$ cat src/rtl/calc_undo_core_pkg.sv
// Shared types for the calculator core: FSM state, ALU opcode, snapshot width.
package calc_pkg;
  typedef enum logic [1:0] {LOAD_A, LOAD_B, LOAD_OP, SHOW_RES} state_t;
  typedef enum logic [1:0] {OP_ADD, OP_SUB, OP_AND, OP_OR} op_t;

  // Snapshot packs {state, A, B, op}.
  function automatic int snap_w(int width);
    return 2 * width + 4;
  endfunction
endpackage

$ cat src/rtl/calc_undo_core_if.sv
// Front-panel bus of the calculator core: button pulses and switches in, display/status out.
interface calc_undo_core_if #(
  parameter int WIDTH      = 16,
  parameter int UNDO_DEPTH = 4
);
  localparam int LW = $clog2(UNDO_DEPTH + 1);

  logic             enter;
  logic             undo;
  logic [WIDTH-1:0] sw;
  logic [WIDTH:0]   display;
  logic [1:0]       state;
  logic [LW-1:0]    undo_level;
  logic             result_valid;

  modport master (output enter, undo, sw,
                  input  display, state, undo_level, result_valid);
  modport slave  (input  enter, undo, sw,
                  output display, state, undo_level, result_valid);
endinterface

$ cat src/rtl/calc_undo_core_undo_stack.sv
// Circular LIFO of snapshots: push overwrites the oldest entry when full, pop on empty is a no-op.
module undo_stack #(
  parameter int DATA_W = 8,
  parameter int DEPTH  = 4,
  localparam int LW    = $clog2(DEPTH + 1),
  localparam int PW    = (DEPTH > 1) ? $clog2(DEPTH) : 1
) (
  input  logic              clk,
  input  logic              reset,
  input  logic              push,
  input  logic              pop,
  input  logic [DATA_W-1:0] data_in,
  output logic [DATA_W-1:0] data_out,
  output logic [LW-1:0]     level
);
  logic [DATA_W-1:0] mem [DEPTH];
  logic [PW-1:0]     wr_ptr, top_ptr, nxt_ptr;

  assign top_ptr  = (wr_ptr == '0) ? PW'(DEPTH - 1) : wr_ptr - 1'b1;
  assign nxt_ptr  = (wr_ptr == PW'(DEPTH - 1)) ? '0 : wr_ptr + 1'b1;
  assign data_out = mem[top_ptr];

  // When full, wr_ptr already points at the oldest entry, so a push simply overwrites it.
  always_ff @(posedge clk) begin
    if (reset) begin
      wr_ptr <= '0;
      level  <= '0;
    end else if (pop) begin
      if (level != '0) begin
        wr_ptr <= top_ptr;
        level  <= level - 1'b1;
      end
    end else if (push) begin
      wr_ptr <= nxt_ptr;
      if (level != LW'(DEPTH)) level <= level + 1'b1;
    end
  end

  always_ff @(posedge clk) begin
    if (push && !pop) mem[wr_ptr] <= data_in;
  end
endmodule

$ cat src/rtl/calc_undo_core.sv
// Calculator core: operand/op registers, inline ALU, entry FSM and undo history.
// Optional macro CALC_CHAIN_EN: enter in SHOW_RES chains the result into A.
module calc_undo_core
  import calc_pkg::*;
#(
  parameter int WIDTH      = 16,
  parameter int UNDO_DEPTH = 4
) (
  input  logic            clk,
  input  logic            reset,
  calc_undo_core_if.slave bus
);
  localparam int SNAP_W = snap_w(WIDTH);
  localparam int LW     = $clog2(UNDO_DEPTH + 1);

  state_t             st;
  op_t                op;
  logic [WIDTH-1:0]   a, b;
  logic [WIDTH:0]     res;
  logic [SNAP_W-1:0]  snap_in, snap_out;
  logic [LW-1:0]      level;
  logic               push;

  always_comb begin
    res = '0;
    case (op)
      OP_ADD: res = {1'b0, a} + {1'b0, b};
      OP_SUB: res = {1'b0, a} - {1'b0, b};
      OP_AND: res = {1'b0, a & b};
      OP_OR:  res = {1'b0, a | b};
      default: res = '0;
    endcase
  end

  // Undo takes priority, so a simultaneous enter neither pushes nor acts.
  assign push    = bus.enter & ~bus.undo;
  assign snap_in = {st, a, b, op};

  undo_stack #(.DATA_W(SNAP_W), .DEPTH(UNDO_DEPTH)) u_hist (
    .clk      (clk),
    .reset    (reset),
    .push     (push),
    .pop      (bus.undo),
    .data_in  (snap_in),
    .data_out (snap_out),
    .level    (level)
  );

  always_ff @(posedge clk) begin
    if (reset) begin
      st <= LOAD_A;
      a  <= '0;
      b  <= '0;
      op <= OP_ADD;
    end else if (bus.undo) begin
      if (level != '0) begin
        st <= state_t'(snap_out[SNAP_W-1 -: 2]);
        a  <= snap_out[2*WIDTH+1 -: WIDTH];
        b  <= snap_out[WIDTH+1 -: WIDTH];
        op <= op_t'(snap_out[1:0]);
      end
    end else if (bus.enter) begin
      case (st)
        LOAD_A: begin a <= bus.sw; st <= LOAD_B; end
        LOAD_B: begin b <= bus.sw; st <= LOAD_OP; end
        LOAD_OP: begin op <= op_t'(bus.sw[1:0]); st <= SHOW_RES; end
        SHOW_RES: begin
`ifdef CALC_CHAIN_EN
          a  <= res[WIDTH-1:0];
          st <= LOAD_B;
`else
          st <= LOAD_A;
`endif
        end
        default: st <= LOAD_A;
      endcase
    end
  end

  always_comb begin
    bus.display = {1'b0, bus.sw};
    case (st)
      LOAD_OP:  bus.display = {{(WIDTH-1){1'b0}}, bus.sw[1:0]};
      SHOW_RES: bus.display = res;
      default:  bus.display = {1'b0, bus.sw};
    endcase
  end

  assign bus.state        = st;
  assign bus.undo_level   = level;
  assign bus.result_valid = (st == SHOW_RES);
endmodule

$ cat src/flat_wrapper.sv
// flat-port wrapper written by rule: the top's interface ports become plain ports
module calc_undo_core_flat import calc_pkg::*;
#(
  parameter int WIDTH      = 16,
  parameter int UNDO_DEPTH = 4
)
  (clk, reset, bus_enter, bus_undo, bus_sw, bus_display, bus_state, bus_undo_level, bus_result_valid);
  calc_undo_core_if #(.WIDTH(WIDTH), .UNDO_DEPTH(UNDO_DEPTH)) bus_i ();
  input  logic clk;
  input  logic reset;
  input wire logic [$bits(bus_i.enter)-1:0] bus_enter;
  input wire logic [$bits(bus_i.undo)-1:0] bus_undo;
  input wire logic [$bits(bus_i.sw)-1:0] bus_sw;
  output wire logic [$bits(bus_i.display)-1:0] bus_display;
  output wire logic [$bits(bus_i.state)-1:0] bus_state;
  output wire logic [$bits(bus_i.undo_level)-1:0] bus_undo_level;
  output wire logic [$bits(bus_i.result_valid)-1:0] bus_result_valid;
  assign bus_i.enter = bus_enter;
  assign bus_i.undo = bus_undo;
  assign bus_i.sw = bus_sw;
  assign bus_display = bus_i.display;
  assign bus_state = bus_i.state;
  assign bus_undo_level = bus_i.undo_level;
  assign bus_result_valid = bus_i.result_valid;
  calc_undo_core #(.WIDTH(WIDTH), .UNDO_DEPTH(UNDO_DEPTH)) u_core (.clk(clk), .reset(reset), .bus(bus_i));
endmodule
$ cat config.mk
export PLATFORM = sky130hd
export DESIGN_NAME = calc_undo_core_flat
export DESIGN_NICKNAME = d
export VERILOG_FILES = /design/src/rtl/calc_undo_core_pkg.sv /design/src/rtl/calc_undo_core_if.sv /design/src/rtl/calc_undo_core_undo_stack.sv /design/src/rtl/calc_undo_core.sv /design/src/flat_wrapper.sv
export SDC_FILE = /design/constraint.sdc
export NUM_CORES = 1
export LEC_CHECK = 0
export CAP_MARGIN = 20
export CORE_UTILIZATION = 54
export DETAILED_ROUTE_END_ITERATION = 10
export PLACE_DENSITY = 0.76
export SYNTH_ARGS = -nofsm -noshare
export SYNTH_HDL_FRONTEND = slang
export SYNTH_SLANG_ARGS = --single-unit
$ cat constraint.sdc
create_clock -name clk -period 3.3 [get_ports clk]
set_clock_uncertainty 0.2 [all_clocks]
set_input_delay 0.495 -clock clk [delete_from_list [all_inputs] [get_ports clk]]
set_output_delay 0.495 -clock clk [all_outputs]
set_load 0.02 [all_outputs]
==> reports/metrics.csv, run 1 <==
stage;metric;value;unit
run_status;outcome;finished with violations;
run_status;violations;setup timing;
finish;finalNonFillerCells;1030;
route;routed_wirelength;22.6;mm
route;avgViaCountPerCell;6.11;
yosys;yosysTopAreaCell;edfxtp_1;
grt;grt_first_pass_wirelength;34.3;mm
yosys;synth-async-reset-ratio;0;%
yosys;syn_area_per_cell;13.0;um2
grt;grt_pass1_vias;6290;
place;numPlacedInstances;979;
finish;drive_gt1_share;32.0;%
floorplanning;die_area;16600;um2
power;power_density;904;nW/um2
clock_network;clock_latency;0.44;ns
timing;finalCritPeriodShare;125;%
yosys;synth.distinct_cells;56;
yosys;synthCells;669;
timing;rsz0062_at_grt;true;
place;dpl.hpwl;14.3;mm
finish;n_antenna_cell;0;
route;ant_nets;0;
clock_network;cts_root_buf;clkbuf_16;
yosys;yosysSeqAreaShare;59.3;%
clock_network;numCtsBuffers;17;
timing;slew_headroom;58.0;%
clock_network;htreeDepth;4;
floorplanning;die_h;129;um
floorplanning;initial_core_util;56.2;%
worst_setup_path;crit_chain;nor4_4, nand2_2, o31ai_4, xor2_1, ha_1, buf_6, nand4_1, nor2_2, a211oi_4, buf_6, or4_4, nand3_2, buf_6;
power;p_leak;4.06;nW
clock_network;hold_buffers;0;
finish;fin_nets;855;
yosys;synth_edf_count;144;
worst_setup_path;crit_arrival;3.43;ns
grt;antenna_found_initial;0;
clock_network;cts_sinks;185;
place;dpl_cell_area;10000;um2
place;gp_congestion;0.909;
clock_network;clkTransAtPathRegs;0.07;ns
yosys;ys_ff_latch;185;
power;ir_drop;521;uV
route;wire_per_inst;22.0;um
clock_network;cts_tree;yes;
power;power;10.0;mW
route;drt_iter0_drc;466;
worst_setup_path;worst_setup_path_start_kind;register;
job;cap_viol_max_count;0;
finish;area_growth;27.8;%
place;dp_worst_setup_slack;-0.650;ns
floorplanning;core-area;15400;um2
yosys;syn_nets;718;
power;power.switching;3.70;mW
worst_setup_path;required;2.60;ns
timing;max_freq;0.243;GHz
floorplanning;rows;45;
yosys;synth_top_area_share;49.8;%
timing;setup_viol;13;
power;p_int;6.31;mW
place;port_buffers;42;
route;drt_pre_antenna_iters;5;
worst_setup_path;path_common_cell;buf_6;
floorplanning;io_pins;43;
finish;final_area;11100;um2
worst_setup_path;cp_slowest_cell;or4_4;
power;p_clk_share;20.1;%
worst_setup_path;worstPathMaxFanout;4;
grt;track_usage;28.4;%
timing;holdWs;0.349;ns
power;p_comb_share;49.6;%
yosys;synthTopCellsByArea;edfxtp_1 50%, dfxtp_1 9.5%, mux4_2 6.2%, ha_1 3.9%, mux2i_1 3.5%;
route;drc;0;
yosys;synth_flop_cell;edfxtp_1;
timing;maxSlewViolCount;0;
timing;final.min_clock_period;4.12;ns
worst_setup_path;end_kind;primary output;
yosys;netlist_area;8670;um2
floorplanning;die_x;129;um
worst_setup_path;path_class;register to primary output;
timing;hold_viol;0;
clock_network;clock_path_buffers;2;
power;swShare;37.0;%
timing;worstMarginPinSlew;0.630;ns
worst_setup_path;cpPeakStageDelay;0.41;ns
worst_hold_path;hold_class;register to register;
route;vias;6295;
power;pwr-share-seq;30.3;%
grt;gr-total-overflow;0;
grt;grt_max_degree;42;
yosys;yosys_warnings;0;
timing;fin_ws;-0.823;ns
## final cells by class
class	instances	area, um2
Clock buffer	18	429
Clock inverter	14	151
Fill cell	1029	4350
Inverter	14	52.6
Multi-Input combinational cell	433	3680
Sequential cell	185	5160
Tap cell	211	264
Timing Repair Buffer	155	1350
## state kept, by name, summed over array words and instances, names as in the netlist
signal                flops
u_core.u_hist.mem       144
u_core.a                 16
u_core.b                 16
u_core.u_hist.level       3
u_core.bus.state          2
u_core.op                 2
u_core.u_hist.wr_ptr      2
## critical path: cells and delay by family, from the launching register on
| family | cells | cell delay (ns) |
|---|---|---|
| simple gates | 6 | 1.41 |
| flops | 1 | 0.37 |
| fa+ha+maj | 1 | 0.37 |
| buf+inv | 3 | 0.37 |
| compound gates | 2 | 0.36 |
| xor+xnor | 1 | 0.10 |
## routing by layer
layer | global-route usage (%) | share of wire [%] | vias up
met4 | 10.7 | 2.3 | 0
met3 | 5.70 | 5.8 | 53
met5 | 0 | 0 | -
met1 | 35.6 | 41 | 3188
met2 | 48.6 | 51 | 215
li1 | - | - | 2839
## final timing paths
| kind | from | to | slack, ns | cells after the start |
|---|---|---|---|---|
| worst max-delay path | u_core.b[2] | bus_display[14] | -0.82 | 13 |
| worst max register to register | u_core.u_hist.wr_ptr[0] | u_core.b[6] | 0.66 | 6 |
| worst min-delay path | u_core.u_hist.wr_ptr[1] | u_core.u_hist.wr_ptr[1] | 0.35 | 2 |
| worst min register to register | u_core.u_hist.wr_ptr[1] | u_core.u_hist.wr_ptr[1] | 0.35 | 2 |
## placed cells by master (no fill, tap or decap), drive strengths merged, types with 24 or more instances in the layout
cell	Yosys	routed
ha	27	27
nand2	55	55
edfxtp	144	144
buf	13	127
mux2i	30	30
mux4	24	24
a21oi	37	37
nor2	65	65
clkdlybuf4s50	0	26
dfxtp	41	41
## metrics by stage
step           utilization (%)  TNS (ns)
2_1_floorplan                -   -0.0311
3_3_place_gp              65.0     -5.73
4_1_cts                   70.6     -5.79
5_1_grt                   71.8     -9.07
6_report                  71.8     -7.57
3_5_place_dp              65.0     -6.41
## logic make-up after synthesis
kind of cell               count (synthesis)  synth area share, %
DFF                                      185                 59.3
buffers and inverters                     51                 2.55
muxes                                     54                 9.69
xor gates and xnor gates                  27                 2.73
adders and majority gates                 40                 5.63
AOI/OAI and AO/OA                        151                 11.9
and+or+nand+nor                          161                 8.18
## repair_timing
action / in CTS / in global routing
endpoints found under the hold margin: 0 / 0
buffers inserted: 11 / 8
setup endpoints to repair: 16 / 14
pin swaps: 36 / 15
gates resized for setup: 124 / 35
## synth_stat cells (12+ instances only)
| master | n |
|---|---|
| inv_1 | 14 |
| nor2_1 | 64 |
| a211oi_1 | 21 |
| o21ai_0 | 22 |
| clkbuf_1 | 24 |
| nand2_1 | 55 |
| dfxtp_1 | 41 |
| mux4_2 | 24 |
| xnor2_1 | 12 |
| xor2_1 | 15 |
| a311oi_1 | 15 |
| ha_1 | 27 |
| mux2i_1 | 30 |
| a21oi_1 | 37 |
| edfxtp_1 | 144 |
## power groups by stage
| stage | sequential (mW) | clock [mW] | combinational [mW] |
|---|---|---|---|
| floorplan | 3.12 | 0 | 2.32 |
| global placement | 3.05 | 0 | 3.78 |
| detailed placement | 3.07 | 0 | 3.88 |
| CTS | 3.03 | 2.02 | 4.40 |
| global route | 3.05 | 2.10 | 5.30 |
| finish | 3.04 | 2.02 | 4.96 |
Note: power is estimated with default switching activity, not from simulation.
==> inputs of run 2 (changes only) <==
--- a/config.mk
+++ b/config.mk
@@ -8,6 +8,7 @@
 export CAP_MARGIN = 20
 export CORE_UTILIZATION = 54
 export DETAILED_ROUTE_END_ITERATION = 10
+export HOLD_SLACK_MARGIN = 0.15
 export PLACE_DENSITY = 0.76
 export SYNTH_ARGS = -nofsm -noshare
 export SYNTH_HDL_FRONTEND = slang
==> results of run 2 <==
The final DEF is identical to that of run 1; final timing and power are the same.
==> inputs of run 3 (changes only) <==
--- a/config.mk
+++ b/config.mk
@@ -6,10 +6,9 @@
 export NUM_CORES = 1
 export LEC_CHECK = 0
 export CAP_MARGIN = 20
-export CORE_UTILIZATION = 54
+export CORE_UTILIZATION = 36
 export DETAILED_ROUTE_END_ITERATION = 10
 export HOLD_SLACK_MARGIN = 0.15
-export PLACE_DENSITY = 0.76
 export SYNTH_ARGS = -nofsm -noshare
 export SYNTH_HDL_FRONTEND = slang
 export SYNTH_SLANG_ARGS = --single-unit
==> run 3 against run 2 <==
  * The flow still finishes with violations (setup timing)
  * Cell area is 1.5% higher
  * Register-to-register slack hardly changed
  * Power is 0.66% lower
  * Global-route usage is 8.8 points lower
  * Non-clock buffer count is 5 higher
  * Sequential share of layout area is 0.65 points lower
  * Sequential cell count stayed put
  * Fmax is 3.6% higher
  * Final cell count is 11% higher
  * Count of clock-buffer cells in the layout is 1 lower
  * Setup slack better by 0.14 ns
  * Critical endpoint is now bus_display[16]
  * Largest cell class unchanged
==> reports/metrics.csv, run 3 (synthesis gave the netlist of run 1 again) <==
stage;metric;value;unit;change
worst_setup_path;worst_setup_path_start_kind;register;;
finish;fin_nets;860;;+0.58%
route;wire_per_inst;20.0;um;-8.8%
grt;globalRouteMet1Util;24.3;%;-11 points
timing;worstMarginPinSlew;0.705;ns;+0.0748 ns
worst_hold_path;holdPathStages;2;;unchanged
floorplanning;io_pins;43;;unchanged
grt;grt_first_pass_wirelength;35.9;mm;+4.5%
finish;n_antenna_cell;0;;unchanged
worst_hold_path;hold_start;u_core.u_hist.wr_ptr[1];;
timing;holdWs;0.354;ns;+0.00544 ns
worst_setup_path;worstPathMaxFanout;5;;+1
clock_network;htreeDepth;4;;unchanged
worst_setup_path;required;2.60;ns;about the same
worst_setup_path;cpPeakStageDelay;0.41;ns;about the same
finish;drive_gt1_share;32.5;%;+0.53 points
run_status;violations;setup timing;;
floorplanning;die_h;157;um;+22%
floorplanning;die_area;24700;um2;+49%
floorplanning;initial_core_util;36.8;%;-19 points
place;port_buffers;42;;unchanged
power;p_int;6.29;mW;-0.29%
grt;top_usage_layer;met2;;
timing;hold_viol;0;;unchanged
timing;rsz0062_at_grt;true;;
worst_setup_path;critPathBufInv;3;;unchanged
worst_setup_path;cp_slowest_cell;or3_4;;
worst_hold_path;min_to;u_core.u_hist.wr_ptr[1];;
grt;grt_pass1_vias;6411;;+1.9%
finish;finalNonFillerCells;1143;;+11%
timing;final.min_clock_period;3.98;ns;-0.144 ns
floorplanning;die_x;157;um;+22%
place;gp_congestion;0.909;;about the same
power;pwr-share-seq;30.5;%;+0.2 points
power;power;9.95;mW;-0.66%
power;power.switching;3.66;mW;-1.3%
timing;setup_viol;13;;unchanged
worst_setup_path;r2r_cells;6;;unchanged
finish;layout_common_cells;144 x edfxtp_1, 110 x buf_4, 61 x nor2_1;;
worst_setup_path;r2r-start;u_core.u_hist.wr_ptr[0];;
route;drt_iter0_drc;413;;-11%
power;ir_drop;435;uV;-17%
route;routed_wirelength;22.9;mm;+1.2%
place;dpl.hpwl;14.8;mm;+3.9%
clock_network;clkTransAtPathRegs;0.07;ns;about the same
grt;track_usage;19.5;%;-8.8 points
grt;grt.met3_usage;3.55;%;-2.1 points
clock_network;numCtsBuffers;17;;unchanged
clock_network;cts_tree;yes;;
route;drt_pre_antenna_iters;5;;unchanged
timing;fin_ws;-0.679;ns;+0.144 ns
power;p_leak;4.09;nW;+0.78%
clock_network;clock_latency;0.44;ns;about the same
route;ant_nets;0;;unchanged
clock_network;cts_root_buf;clkbuf_16;;
timing;max_freq;0.251;GHz;+3.6%
worst_setup_path;end_kind;primary output;;
finish;top_regs;u_core.u_hist.mem (144), u_core.a (16), u_core.b (16);;
power;p_comb_share;48.6;%;-1.0 points
finish;regMostFlops;u_core.u_hist.mem;;
clock_network;cts_sinks;185;;unchanged
floorplanning;rows;56;;+24%
finish;mostFrequentLayoutCell;edfxtp_1;;
job;cap_viol_max_count;0;;unchanged
worst_setup_path;crit_arrival;3.28;ns;-0.15 ns
grt;grt.met2_usage;33.9;%;-15 points
place;numPlacedInstances;1092;;+12%
grt;grt_max_degree;42;;unchanged
worst_setup_path;critPathTopFamily;compound AO/OA/AOI/OAI gates;;
power;swShare;36.7;%;-0.23 points
finish;largest_reg_flops;144;;unchanged
timing;slew_headroom;53.0;%;-5.0 points
worst_setup_path;reg2reg_to;u_core.b[6];;
run_status;outcome;finished with violations;;
route;drc;0;;unchanged
route;avgViaCountPerCell;5.39;;-12%
grt;gr-total-overflow;0;;unchanged
timing;fin_setup_tns;-6.50;ns;+1.07 ns
power;p_clk_share;20.9;%;+0.8 points
power;power_density;885;nW/um2;-2.1%
route;vias;6158;;-2.2%
worst_hold_path;hold_class;register to register;;
worst_setup_path;crit_chain;or3_4, buf_6, o31ai_4, xor2_1, ha_1, nand2_1, a2bb2oi_2, o21ai_2, a211oi_2, buf_4, o21ai_2, mux2i_2, buf_4;;
worst_setup_path;rrSetupSlack;0.66;ns;about the same
floorplanning;core-area;23500;um2;+53%
grt;antenna_found_initial;0;;unchanged
finish;area_growth;29.6;%;
clock_network;clock_path_buffers;2;;unchanged
timing;maxSlewViolCount;0;;unchanged
worst_setup_path;path_class;register to primary output;;
timing;finalCritPeriodShare;121;%;-4.4 points
run 3: changes by cell type in the layout (fill, tap and decap cells not counted), sizes merged:
cell / delta
clkinvlp: +1
clkdlybuf4s15: +1
clkbuf: -2
inv: -1
buf: +5
clkinv: +1
run 3: routing by layer:
layer  routed length (um)  vias to the layer above
li1                     -                     2845
met3                 1040                       30
met2                11600                      160
met1                 9870                     3123
met4                  393                        0
met5                    0                        -
run 3: worst min-delay path, stage by stage (launching register included):
cell and delay, ns:
dfxtp_1 0.35, nor2_1 0.11, a311oi_1 0.05
run 3: area by class of cell:
| class | count | area [um2] |
|---|---|---|
| Timing Repair Buffer | 160 | 1370 |
| Tap cell | 319 | 399 |
| Inverter | 14 | 52.6 |
| Sequential cell | 185 | 5160 |
| Clock inverter | 15 | 181 |
| Multi-Input combinational cell | 433 | 3650 |
| Clock buffer | 17 | 425 |
| Fill cell | 2085 | 12300 |
run 3: what timing repair did:
action / CTS / global route
gates resized for setup: 134 / 25
setup endpoints to repair: 16 / 16
setup buffers: 12 / 8
hold buffers: 0 / 0
pin swaps: 34 / 15
endpoints found under the hold margin: 0 / 0
run 3: worst max path at each step:
stage | start | slack (ns) | cells past startpoint | endpoint
floorplan | u_core.b[7] | -0.03 | 11 | bus_display[15]
global placement | u_core.b[6] | -0.61 | 12 | bus_display[15]
detailed placement | u_core.b[5] | -0.63 | 13 | bus_display[16]
CTS | u_core.b[7] | -0.64 | 13 | bus_display[16]
global route | u_core.b[7] | -0.82 | 13 | bus_display[16]
finish | u_core.b[7] | -0.68 | 13 | bus_display[16]
run 3: power by group through the flow:
stage	Combinational [mW]	Clock (mW)	Sequential, mW
6_report	4.84	2.08	3.03
5_1_grt	5.20	2.19	3.05
3_3_place_gp	3.86	0	3.06
4_1_cts	4.47	2.11	3.03
3_5_place_dp	3.96	0	3.07
2_1_floorplan	2.32	0	3.12
run 3: per-stage QoR:
stage	setup slack [ns]	util, %	area, um2
floorplan	-0.0311	-	8780
global route	-0.820	47.8	11200
CTS	-0.641	47.2	11100
global placement	-0.607	43.3	10200
finish	-0.679	47.8	11200
detailed placement	-0.628	43.3	10200
